## src/rtl/stream_arb_pkg.sv

```systemverilog
// Shared constants and width helper for the stream round-robin arbiter.
package stream_arb_pkg;

    localparam int DW_DEF        = 32;
    localparam int N_DEF         = 4;
    localparam int MAX_BURST_DEF = 4;

    // Index width that never collapses to zero bits, so N=1 still gets a 1-bit field.
    function automatic int clog2_min1(input int n);
        return (n <= 1) ? 1 : $clog2(n);
    endfunction

endpackage

```

## src/rtl/stream_rr_arbiter_if.sv

```systemverilog
// N-requester upstream valid/ready bundle plus the single downstream stream.
interface stream_rr_arbiter_if import stream_arb_pkg::*; #(
    parameter int DW = DW_DEF,
    parameter int N  = N_DEF
) ();

    localparam int IDX_W = clog2_min1(N);

    logic [N-1:0]    up_valid;
    logic [N*DW-1:0] up_data;
    logic [N-1:0]    up_ready;
    logic            down_valid;
    logic [DW-1:0]   down_data;
    logic [IDX_W-1:0] down_src;
    logic            down_ready;

    modport master (
        output up_valid, up_data, down_ready,
        input  up_ready, down_valid, down_data, down_src
    );

    modport slave (
        input  up_valid, up_data, down_ready,
        output up_ready, down_valid, down_data, down_src
    );

endinterface

```

## src/rtl/stream_rr_arbiter_rr_pick.sv

```systemverilog
// Combinational round-robin picker: first set request at or after the start index.
module rr_pick import stream_arb_pkg::*; #(
    parameter  int N     = N_DEF,
    localparam int IDX_W = clog2_min1(N)
) (
    input  logic [N-1:0]     req,
    input  logic [IDX_W-1:0] start,
    output logic [IDX_W-1:0] sel,
    output logic             sel_vld
);

    logic [2*N-1:0] dbl;
    logic [N-1:0]   rot;
    logic [IDX_W:0] offs;
    logic [IDX_W:0] sum;

    always_comb begin
        dbl     = {req, req} >> start;
        rot     = dbl[N-1:0];
        sel_vld = |req;
        offs    = '0;
        for (int i = N - 1; i >= 0; i--) begin
            if (rot[i]) begin
                offs = (IDX_W + 1)'(i);
            end
        end
        // Undo the rotation: both terms are below N, so one conditional subtract wraps.
        sum = {1'b0, start} + offs;
        if (sum >= (IDX_W + 1)'(N)) begin
            sum = sum - (IDX_W + 1)'(N);
        end
        sel = sum[IDX_W-1:0];
    end

endmodule

```

## src/rtl/stream_rr_arbiter.sv

```systemverilog
// N:1 valid/ready arbiter, round-robin with bounded burst lock, one registered output stage.
// Optional per-requester beat counters (stat_beats) when STREAM_RR_ARBITER_STATS_EN is defined.
module stream_rr_arbiter import stream_arb_pkg::*; #(
    parameter int DW        = DW_DEF,
    parameter int N         = N_DEF,
    parameter int MAX_BURST = MAX_BURST_DEF
`ifdef STREAM_RR_ARBITER_STATS_EN
    ,
    parameter int CNT_W     = 16
`endif
) (
    input  logic                clk,
    input  logic                rst,
    stream_rr_arbiter_if.slave  bus
`ifdef STREAM_RR_ARBITER_STATS_EN
    ,
    output logic [N*CNT_W-1:0]  stat_beats
`endif
);

    localparam int IDX_W = clog2_min1(N);
    localparam int BW    = clog2_min1(MAX_BURST + 1);

    logic [IDX_W-1:0] last;
    logic [IDX_W-1:0] start;
    logic [IDX_W-1:0] rr_sel;
    logic [IDX_W-1:0] sel;
    logic [BW-1:0]    burst_cnt;
    logic             rr_vld;
    logic             sel_vld;
    logic             lock;
    logic             load;

    assign load  = !bus.down_valid || bus.down_ready;
    assign start = (last == IDX_W'(N - 1)) ? '0 : last + 1'b1;

    rr_pick #(.N(N)) u_pick (
        .req     (bus.up_valid),
        .start   (start),
        .sel     (rr_sel),
        .sel_vld (rr_vld)
    );

    // burst_cnt==0 only right after reset: no owner yet, so the first grant rotates from index 0.
    assign lock    = bus.up_valid[last] && (burst_cnt != '0) && (burst_cnt < BW'(MAX_BURST));
    assign sel     = lock ? last : rr_sel;
    assign sel_vld = lock || rr_vld;

    always_comb begin
        bus.up_ready = '0;
        if (rst && load && sel_vld) begin
            bus.up_ready[sel] = 1'b1;
        end
    end

    always_ff @(posedge clk or negedge rst) begin
        if (!rst) begin
            bus.down_valid <= 1'b0;
            bus.down_data  <= '0;
            bus.down_src   <= '0;
            last           <= IDX_W'(N - 1);
            burst_cnt      <= '0;
        end else if (load) begin
            if (sel_vld) begin
                bus.down_valid <= 1'b1;
                bus.down_data  <= bus.up_data[sel*DW +: DW];
                bus.down_src   <= sel;
                last           <= sel;
                burst_cnt      <= (sel == last && burst_cnt < BW'(MAX_BURST)) ?
                                  burst_cnt + BW'(1) : BW'(1);
            end else begin
                bus.down_valid <= 1'b0;
            end
        end
    end

`ifdef STREAM_RR_ARBITER_STATS_EN
    for (genvar gi = 0; gi < N; gi++) begin : g_stat
        logic [CNT_W-1:0] cnt;

        always_ff @(posedge clk or negedge rst) begin
            if (!rst) begin
                cnt <= '0;
            end else if (bus.up_valid[gi] && bus.up_ready[gi] && cnt != '1) begin
                cnt <= cnt + CNT_W'(1);
            end
        end

        assign stat_beats[gi*CNT_W +: CNT_W] = cnt;
    end
`endif

endmodule

```

## src/flat_wrapper.sv

```systemverilog
// flat-port wrapper written by rule: the top's interface ports become plain ports
module stream_rr_arbiter_flat import stream_arb_pkg::*;
#(
    parameter int DW        = DW_DEF,
    parameter int N         = N_DEF,
    parameter int MAX_BURST = MAX_BURST_DEF

)
  (clk, rst, bus_up_valid, bus_up_data, bus_down_ready, bus_up_ready, bus_down_valid, bus_down_data, bus_down_src);
  stream_rr_arbiter_if #(.DW(DW), .N(N)) bus_i ();
  input  logic clk;
  input  logic rst;
  input wire logic [$bits(bus_i.up_valid)-1:0] bus_up_valid;
  input wire logic [$bits(bus_i.up_data)-1:0] bus_up_data;
  input wire logic [$bits(bus_i.down_ready)-1:0] bus_down_ready;
  output wire logic [$bits(bus_i.up_ready)-1:0] bus_up_ready;
  output wire logic [$bits(bus_i.down_valid)-1:0] bus_down_valid;
  output wire logic [$bits(bus_i.down_data)-1:0] bus_down_data;
  output wire logic [$bits(bus_i.down_src)-1:0] bus_down_src;
  assign bus_i.up_valid = bus_up_valid;
  assign bus_i.up_data = bus_up_data;
  assign bus_i.down_ready = bus_down_ready;
  assign bus_up_ready = bus_i.up_ready;
  assign bus_down_valid = bus_i.down_valid;
  assign bus_down_data = bus_i.down_data;
  assign bus_down_src = bus_i.down_src;
  stream_rr_arbiter #(.DW(DW), .N(N), .MAX_BURST(MAX_BURST)) u_core (.clk(clk), .rst(rst), .bus(bus_i));
endmodule
```

## config.mk

```make
export PLATFORM = sky130hd
export DESIGN_NAME = stream_rr_arbiter_flat
export DESIGN_NICKNAME = d
export VERILOG_FILES = /design/src/rtl/stream_arb_pkg.sv /design/src/rtl/stream_rr_arbiter_if.sv /design/src/rtl/stream_rr_arbiter_rr_pick.sv /design/src/rtl/stream_rr_arbiter.sv /design/src/flat_wrapper.sv
export SDC_FILE = /design/constraint.sdc
export NUM_CORES = 1
export LEC_CHECK = 0
export CORE_MARGIN = 2
export CORE_UTILIZATION = 38
export CTS_BUF_LIST = sky130_fd_sc_hd__clkbuf_8 sky130_fd_sc_hd__clkbuf_16
export CTS_CLUSTER_DIAMETER = 100
export DETAILED_ROUTE_END_ITERATION = 8
export GPL_TIMING_DRIVEN = 1
export PLACE_DENSITY = 0.79
export SLEW_MARGIN = 5
export SYNTH_ARGS = -nofsm -noshare
export SYNTH_HDL_FRONTEND = slang
export SYNTH_HIERARCHICAL = 1
export SYNTH_SLANG_ARGS = --single-unit
```

## constraint.sdc

```tcl
create_clock -name clk -period 3.8 [get_ports clk]
set_clock_uncertainty 0.05 [all_clocks]
set_input_delay 0.76 -clock clk [delete_from_list [all_inputs] [get_ports clk]]
set_output_delay 0.76 -clock clk [all_outputs]
set_load 0.01 [all_outputs]
```

==> metrics.yaml <==
outcome: "finished, violations left"
violations: "setup timing"
row_count: 35
start_util_pct: 39.3
fp.dieH_um: 102
clk_pin_slew_ns: 0.08
drtIter0Drc: 165
criticalPathCategory: "register to primary output"
synth_area_um2: 3630
synthFlopType: "dfrtp_1"
ant_nets: 0
ir_drop_uv: 844
numPortBuffers: 173
syn2layout_area_growth_pct: 60.4
tightest_slew_ns: 0.573
cts_tree: "built"
critPathMaxStageDelay_ns: 0.40
die_x_um: 102
grt_pass1_wl_um: 20300
syn_avg_cell_area_um2: 9.38
syn_inst: 387
place_worst_setup_slack_ns: -0.763
synth_nets: 526
num-nets-final: 711
drtPass1Iterations: 5
hp-class: "input pin to async pin"
power.density_nw_per_um2: 1100
min_period_ns: 3.84
clock-sinks: 40
core_area_um2: 9240
cp-end-kind: "primary output"
dpl.hpwl_um: 9220
grt_setup_unrepaired: "true"
routed_wl_um: 13000
seq_area_um2: 1000
cts_buffers: 5
crit_chain: "ha_4 -> nor2_4 -> nor3_2 -> a31oi_1 -> o211ai_1 -> ha_2 -> xor2_2 -> xnor2_2 -> buf_4 -> nor4b_2 -> a311o_4 -> and3_4 -> buf_6"
setup_viol: 2
hold_buffers: 0
synth_top_cells_by_area: "dfrtp_1 (26%), mux2_2 (12%), a221oi_2 (9.1%)"
finalWorstSetupSlack_ns: -0.0368
drv_cap: 0
routed_via_density: 5.62
slew_headroom_pct: 61.5
routedWlPerCell_um: 18.5
grt_pass1_vias: 4197
min_period_over_period_pct: 101
fmax_mhz: 261
yosysUniqueCellTypes: 54
synth_top_area_share_pct: 26.2
clk_path_buf_depth: 2
worstPathRequired_ns: 2.99
cpMaxStageDelayCell: "dfstp_2"
ys_warn_count: 6
yosysSeqAreaShare_pct: 27.6
cts-htree-levels: 2
crit_path_start_kind: "register"
gp_congestion: 0.859
grt_max_degree: 35
ios: 174
synth_seq_cells: 40
diodes: 0
crit_buf_inv: 2
antenna_found_initial: 0
drive_gt1_share_pct: 27.9
p_leak_nw: 2.30
yosysTopAreaCell: "dfrtp_1"
fillerInstances: 772
synth_edf_count: 0
hold_viol: 0
multiInputGateArea_um2: 2510
crit_fanout: 7
grt_usage_pct: 24.6
clockRootBuffer: "clkbuf_8"
synth-async-reset-ratio_pct: 100
via_count: 3947
tns_ns: -0.0459
critPathTopFamily: "compound AO/OA/AOI/OAI gates"
cp.arrival_ns: 3.03
die_area_um2: 10400
drc: 0
slew_viol_final: 0
clock_latency_ns: 0.28
overflow: 0
[repair_timing]
| action | CTS | global route |
|---|---|---|
| endpoints found under the setup margin | 4 | 4 |
| cloned | 0 | 0 |
| buffers inserted | 6 | 1 |
| pin swaps | 13 | 14 |
| resized for setup | 40 | 19 |
[kinds of logic after synthesis]
logic type      after synthesis  share of synthesized area, %
compound gates              151                          32.7
simple gates                 76                          9.79
mux                          69                          20.7
buf+inv                      44                          7.13
flops                        40                          27.6
fa+ha+maj                     4                          1.38
xor+xnor                      3                         0.724
[synthesized netlist by cell type, types with 4 or more instances]
master     n
nor2_1    44
a22oi_1   40
mux2_2    39
dfrtp_1   38
a21oi_1   33
mux2i_1   27
o21ai_0   26
a221oi_2  22
buf_2     14
clkbuf_1  11
nand2_1   11
a31oi_1    8
buf_4      6
inv_1      6
buf_6      5
ha_1       4
[per-stage QoR]
step / power (mW) / area, µm² / cells / utilization (%) / hold slack [ns]
2_1_floorplan: 4.35 / 3630 / 387 / - / 0.414
3_3_place_gp: 5.75 / 5600 / 690 / 60.6 / 0.458
3_5_place_dp: 5.90 / 5600 / 690 / 60.6 / 0.469
4_1_cts: 6.37 / 5810 / 703 / 62.9 / 0.362
5_1_grt: 6.87 / 5830 / 702 / 63.0 / 0.385
6_report: 6.40 / 5830 / 702 / 63.0 / 0.365
[layout make-up]
class                      count  area share [%]
clock inverter                 2           0.193
tap                          129            2.77
timing repair buffer         215            34.9
clock buffer                   6            1.42
inverter                       7           0.451
sequential                    40            17.2
multi-input combinational    303            43.0
[state kept, by name, summed over array words and instances (netlist names)]
signal	count
u_core/bus.down_data	32
u_core/bus.down_valid	1
u_core/last	2
u_core/bus.down_src	2
u_core/burst_cnt	3
[metal layers]
metal,routed length [µm],vias up,GRT usage (%)
li1,-,1849,-
met1,5210,1916,29.0
met2,6670,170,44.7
met3,983,12,5.31
met4,117,0,6.65
met5,0,-,0
[path summary, 6_finish.rpt]
check                                    startpoint                  endpoint  slack [ns]  cells after the start
max in group asynchronous                       rst            u_core/last[1]        2.58                      2
setup reg to reg                     u_core/last[0]  u_core/bus.down_data[11]        0.41                     14
min in group clk           u_core/bus.down_data[20]  u_core/bus.down_data[20]        0.49                      2
hold / removal                                  rst  u_core/bus.down_data[17]        0.36                      1
hold reg to reg            u_core/bus.down_data[20]  u_core/bus.down_data[20]        0.49                      2
setup / recovery                     u_core/last[0]           bus_up_ready[1]       -0.04                     13
[worst register-to-register path, stage by stage (launching register included)]
cell and delay [ns]:
dfstp_2 0.40, ha_4 0.16, nor2_4 0.26, nor3_2 0.09, a31oi_1 0.22, o211ai_1 0.12
ha_2 0.19, xor2_2 0.15, xnor2_2 0.27, buf_4 0.17, nor4b_2 0.04, a311o_4 0.37
buf_4 0.30, a221oi_2 0.38, a21oi_1 0.10
[power breakdown]
group	switching (mW)	total, mW	internal, mW
Clock	0.156	0.301	0.145
Sequential	0.135	0.802	0.666
Combinational	2.74	5.30	2.56
Total	3.03	6.40	3.37
[layout by cell type, fill, tap and decap left out, types with 2 or more instances in the layout]
master | synthesis | layout
o21ai_0 | 26 | 25
clkbuf_8 | 0 | 6
nor2_2 | 0 | 2
clkbuf_2 | 0 | 3
a21oi_2 | 1 | 3
clkdlybuf4s15_2 | 0 | 2
a221oi_1 | 3 | 3
o22ai_1 | 3 | 3
inv_2 | 1 | 2
nor2_1 | 44 | 40
mux2i_1 | 27 | 27
buf_4 | 6 | 41
a21oi_4 | 1 | 2
nor3b_2 | 1 | 2
clkdlybuf4s50_1 | 0 | 164
a31oi_1 | 8 | 8
buf_2 | 14 | 3
a21oi_1 | 33 | 30
inv_1 | 6 | 6
nor3_2 | 0 | 2
nor2_4 | 0 | 2
dfrtp_1 | 38 | 38
a221oi_2 | 22 | 22
a22oi_1 | 40 | 40
ha_1 | 4 | 2
mux2_4 | 2 | 2
nand2b_1 | 2 | 2
nand2_1 | 11 | 10
dfstp_2 | 2 | 2
mux2_2 | 39 | 39
o21ai_2 | 1 | 2
(Power assumes the default switching activity.)
